## config.mk

```make
export PLATFORM = sky130hd
export DESIGN_NAME = gnrc_id_alloc
export DESIGN_NICKNAME = d
export VERILOG_FILES = /design/src/rtl/gnrc_id_alloc.sv
export SDC_FILE = /design/constraint.sdc
export NUM_CORES = 1
export LEC_CHECK = 0
export CAP_MARGIN = 20
export CORE_MARGIN = 8
export CORE_UTILIZATION = 50
export DETAILED_ROUTE_END_ITERATION = 12
export PLACE_DENSITY = 0.8
export SLEW_MARGIN = 25
export SYNTH_ARGS = -nofsm -noshare
export SYNTH_HDL_FRONTEND = slang
export SYNTH_SLANG_ARGS = --single-unit
```

## constraint.sdc

```tcl
create_clock -name clk_i -period 2.8 [get_ports clk_i]
set_input_delay 0.42 -clock clk_i [delete_from_list [all_inputs] [get_ports clk_i]]
set_output_delay 0.42 -clock clk_i [all_outputs]
set_load 0.01 [all_outputs]
```

## src/rtl/gnrc_id_alloc.sv

```systemverilog
// ID allocator: offers the lowest free ID from a pool of 2**N over valid/ready
// and takes IDs back on a free port, flagging frees of IDs that are not held.

module gnrc_bin2onehot #(
  parameter int unsigned N = 3
) (
  input  logic [N-1:0]    bin_i,
  output logic [2**N-1:0] onehot_o
);

  always_comb begin
    onehot_o        = '0;
    onehot_o[bin_i] = 1'b1;
  end

endmodule

module gnrc_id_alloc #(
  parameter int unsigned N = 3,
  parameter int unsigned M = 2**N
) (
  input  logic         clk_i,
  input  logic         rst_ni,
  output logic         alloc_valid_o,
  input  logic         alloc_ready_i,
  output logic [N-1:0] alloc_id_o,
  input  logic         free_valid_i,
  input  logic [N-1:0] free_id_i,
  output logic [M-1:0] used_o,
  output logic [N:0]   count_o,
  output logic         full_o,
  output logic         err_o
);

  localparam logic [N:0] M_CNT = M[N:0];

  logic [M-1:0] used_q, used_d;
  logic         offer_vld_q, offer_vld_d;
  logic [N-1:0] offer_id_q, offer_id_d;
  logic [N:0]   cnt_q, cnt_d;
  logic         err_q, err_d;

  logic [M-1:0] free_oh;
  logic [M-1:0] offer_oh;
  logic [M-1:0] cand;
  logic         handshake;
  logic         free_legal;
  logic         pick_vld;
  logic [N-1:0] pick_id;

  gnrc_bin2onehot #(.N(N)) u_free_dec (
    .bin_i    (free_id_i),
    .onehot_o (free_oh)
  );

  gnrc_bin2onehot #(.N(N)) u_offer_dec (
    .bin_i    (offer_id_q),
    .onehot_o (offer_oh)
  );

  assign handshake  = offer_vld_q && alloc_ready_i;
  assign free_legal = free_valid_i && ((used_q & free_oh) != '0);

  // The offer bit is masked whenever an offer exists: either it stays reserved
  // or it is being granted this cycle. Pre-update used_q keeps freed slots out.
  assign cand = ~used_q & ~(offer_vld_q ? offer_oh : '0);

  always_comb begin
    pick_vld = 1'b0;
    pick_id  = '0;
    for (int i = M - 1; i >= 0; i--) begin
      if (cand[i]) begin
        pick_vld = 1'b1;
        pick_id  = i[N-1:0];
      end
    end
  end

  always_comb begin
    used_d      = used_q;
    offer_vld_d = offer_vld_q;
    offer_id_d  = offer_id_q;
    cnt_d       = cnt_q;
    err_d       = free_valid_i && !free_legal;

    if (handshake) begin
      used_d = used_d | offer_oh;
    end
    if (free_legal) begin
      used_d = used_d & ~free_oh;
    end
    cnt_d = cnt_q + {{N{1'b0}}, handshake} - {{N{1'b0}}, free_legal};

    if (!offer_vld_q || handshake) begin
      offer_vld_d = pick_vld;
      if (pick_vld) begin
        offer_id_d = pick_id;
      end
    end
  end

  always_ff @(posedge clk_i or negedge rst_ni) begin
    if (!rst_ni) begin
      used_q      <= '0;
      offer_vld_q <= 1'b0;
      offer_id_q  <= '0;
      cnt_q       <= '0;
      err_q       <= 1'b0;
    end else begin
      used_q      <= used_d;
      offer_vld_q <= offer_vld_d;
      offer_id_q  <= offer_id_d;
      cnt_q       <= cnt_d;
      err_q       <= err_d;
    end
  end

  assign alloc_valid_o = offer_vld_q;
  assign alloc_id_o    = offer_id_q;
  assign used_o        = used_q;
  assign count_o       = cnt_q;
  assign full_o        = (cnt_q == M_CNT);
  assign err_o         = err_q;

endmodule
```

==> flow_summary.toml <==
[yosys]
synth-seq-cells = 17
ys_seq_area_frac = 0.370
yosysTopAreaCell = "dfrtp_1"
yosys.area_share.adder = 0.0717
synth_compound_area_frac = 0.270
yosysWarnings = 0
syn-instance-count = 118
synth_edf_count = 0
synth-xor-area-share = 0.0152
synth_cell_types = 46
synthMuxAreaShare = 0.0315
yosys.area_share.simple = 0.189
synth_top_cell_area_share = 0.370
netlist_area_um2 = 1150
synth_area_leaders = "dfrtp_1 37%, a21oi_1 8.3%, ha_1 5.4%"
syn_nets = 131
async_reset_ff_frac = 1.00
synth_top_family_by_area = "compound AO/OA/AOI/OAI gates"
synth-main-ff-cell = "dfrtp_1"
syn_avg_cell_area_um2 = 9.76

[floorplanning]
num_io_pins = 25
start_util = 0.525
die_w_um = 64.0
die-area_um2 = 4090
die_height_um = 64.0
rows = 17
core_area_um2 = 2190

[routing]
wl_met2_mm = 1.51
wl_met3_um = 242
first_iter_violations = 48
drtAntennaViolNets = 0
m1WireLength_mm = 1.20
vias = 1058
route.detailed.drc = 0
top_layer = "met4"
vias_per_cell = 6.05
dr.pass1.iters = 5
drt-total-wl_mm = 3.01
wire_per_inst_um = 17.2

[global_route]
grt_first_pass_wirelength_mm = 4.91
grt.overflow.total = 0
track_usage = 0.146
grt_max_degree = 18
antenna_found_initial = 0
grt_pass1_vias = 1081

[timing]
slew_violations = 0
final_hold_viol_count = 0
fin_crit_sh = 0.921
setup_ws_ps = 220
finalSetupViolations = 0
period_minus_slack_ps = 2580
slew_headroom = 0.493
fmax_ghz = 0.388
rsz0062_at_grt = "no"
fin_skew_ps = 10.6
fin_tns_setup_ps = 0
worst_pin_slew_ps = 758

[clock_tree]
post_cts_resized = 0
cts_tree = "yes"
clkSlewWorstSetupHoldPaths_ps = 110
clock-sinks = 17
htree_num_levels = 1
cts_buffers = 3
clock_latency_ps = 300
cts_setup_buffers = 0
cts_hold_buffers = 0
cts-root-buf = "clkbuf_4"
cts_buffer_depth = 2

[place]
hpwlAfterDp_mm = 2.22
pre_cts_ws_ps = -84.9
gp_congestion = 0.913
place_inst = 171
numPortBuffers = 24

[critical_path]
r2r_start = "used_o[5]"
end_kind = "flip-flop"
cp_cell_sequence = "clkdlybuf4s50_1 > mux2_2 > a221oi_2 > a21boi_0 > ha_1 > inv_1 > ha_1 > fa_1 > xor2_1"
worstSetupPathType = "input pin to flip-flop"
r2r_setup_slack_ps = 400
cp-startpoint = "free_id_i[0]"
critPathLaunchType = "input pin"
crit_path_frequent_cell = "ha_1"
worstPathRequired_ps = 2980
path_max_fanout = 2
cp_slowest_cell = "clkdlybuf4s50_1"
crit_arrival_ps = 2760
cpPeakStageDelay_ps = 490

[outcome]
status = "complete, no violations"

[final_layout]
diodes = 0
area_delta_synth_final_pct = 26.5
fin_nets = 161
fin_cells = 175
n_fill_cell = 176
drive_gt1_frac = 0.177

[pwr]
p_leak_nw = 0.612
p_total_mw = 1.77
peakVddDrop_mv = 0.764
power.density_nw_per_um2 = 1210

[min_path]
worst_hold_path_type = "input pin to async pin"

[run]
maxCapViolations = 0
-- power by group --
part           internal (mW)  switching (mW)
combinational          0.563           0.486
sequential             0.365           0.220
clock                 0.0532          0.0811
-- sequential cells by signal, indices dropped and copies added, names as in the netlist --
signal         count
used_o             8
count_o            4
alloc_id_o         3
alloc_valid_o      1
err_o              1
-- layout by cell type, fill, tap and decap left out, drive strengths merged, types with 2 or more instances in the layout --
master,synthesis,final
nand2,6,6
buf,4,6
o21ai,6,6
ha,5,5
clkbuf,1,3
mux2,2,2
nand3,3,3
a22oi,2,2
nor3b,2,2
a31oi,6,6
and3,4,4
a21oi,21,21
o21a,2,2
nor2,5,5
and2b,5,5
dfrtp,17,17
nand3b,2,2
and4b,2,2
clkdlybuf4s50,0,24
inv,5,5
-- cells in the mapped netlist (2+ instances only) --
master	instances
a21oi_1	19
dfrtp_1	17
a31oi_1	6
nand2_1	6
ha_1	5
inv_1	5
nor2_1	5
o21ai_0	5
and3_1	3
buf_6	3
nand3_1	3
a21oi_2	2
and2b_1	2
and2b_4	2
nand3b_1	2
nor3b_1	2
o21a_1	2
-- cells by family (layout without fill, tap and decap cells) --
group / count (synthesis) / in the layout
flops: 17 / 17
fa+ha+maj: 6 / 6
buf+inv: 10 / 39
simple gates: 34 / 34
mux: 3 / 3
xor+xnor: 2 / 2
compound gates: 46 / 46
-- path summary, 6_finish.rpt --
kind | to | depth (start not counted)
max in group asynchronous | alloc_id_o[0] | 1
min | count_o[0] | 1
max reg2reg | count_o[2] | 8
min reg2reg | count_o[0] | 1
min in group clk_i | count_o[0] | 1
max | count_o[2] | 9
-- worst max-delay path, delay by kind of cell --
family / cells / cell delay (ps)
muxes: 1 / 350
xor gates and xnor gates: 1 / 150
AOI/OAI and AO/OA: 2 / 430
adders and majority gates: 3 / 890
buffers and inverters: 2 / 530
-- through the flow --
stage	hold WS, ps	util	cell area, um^2
final	557	0.665	1460
after global routing	609	0.665	1460
after CTS	582	0.665	1460
after detailed placement	568	0.652	1430
after global placement	536	0.652	1430
after floorplan	124	-	1150
-- routing by layer --
| layer | GRT usage | up-vias |
|---|---|---|
| met5 | 0 | - |
| met4 | 0.0752 | 0 |
| met3 | 0.0453 | 7 |
| met2 | 0.252 | 60 |
| met1 | 0.155 | 489 |
| li1 | - | 502 |
-- area by class of cell --
| class | count | area, um^2 | area share |
|---|---|---|---|
| Tap cell | 28 | 35.0 | 0.0241 |
| Multi-Input combinational cell | 91 | 664 | 0.456 |
| Clock inverter | 1 | 5.00 | 0.00344 |
| Timing Repair Buffer | 30 | 285 | 0.196 |
| Clock buffer | 3 | 22.5 | 0.0155 |
| Inverter | 5 | 18.8 | 0.0129 |
| Sequential cell | 17 | 425 | 0.292 |
Power figures use the tool's default switching activity.
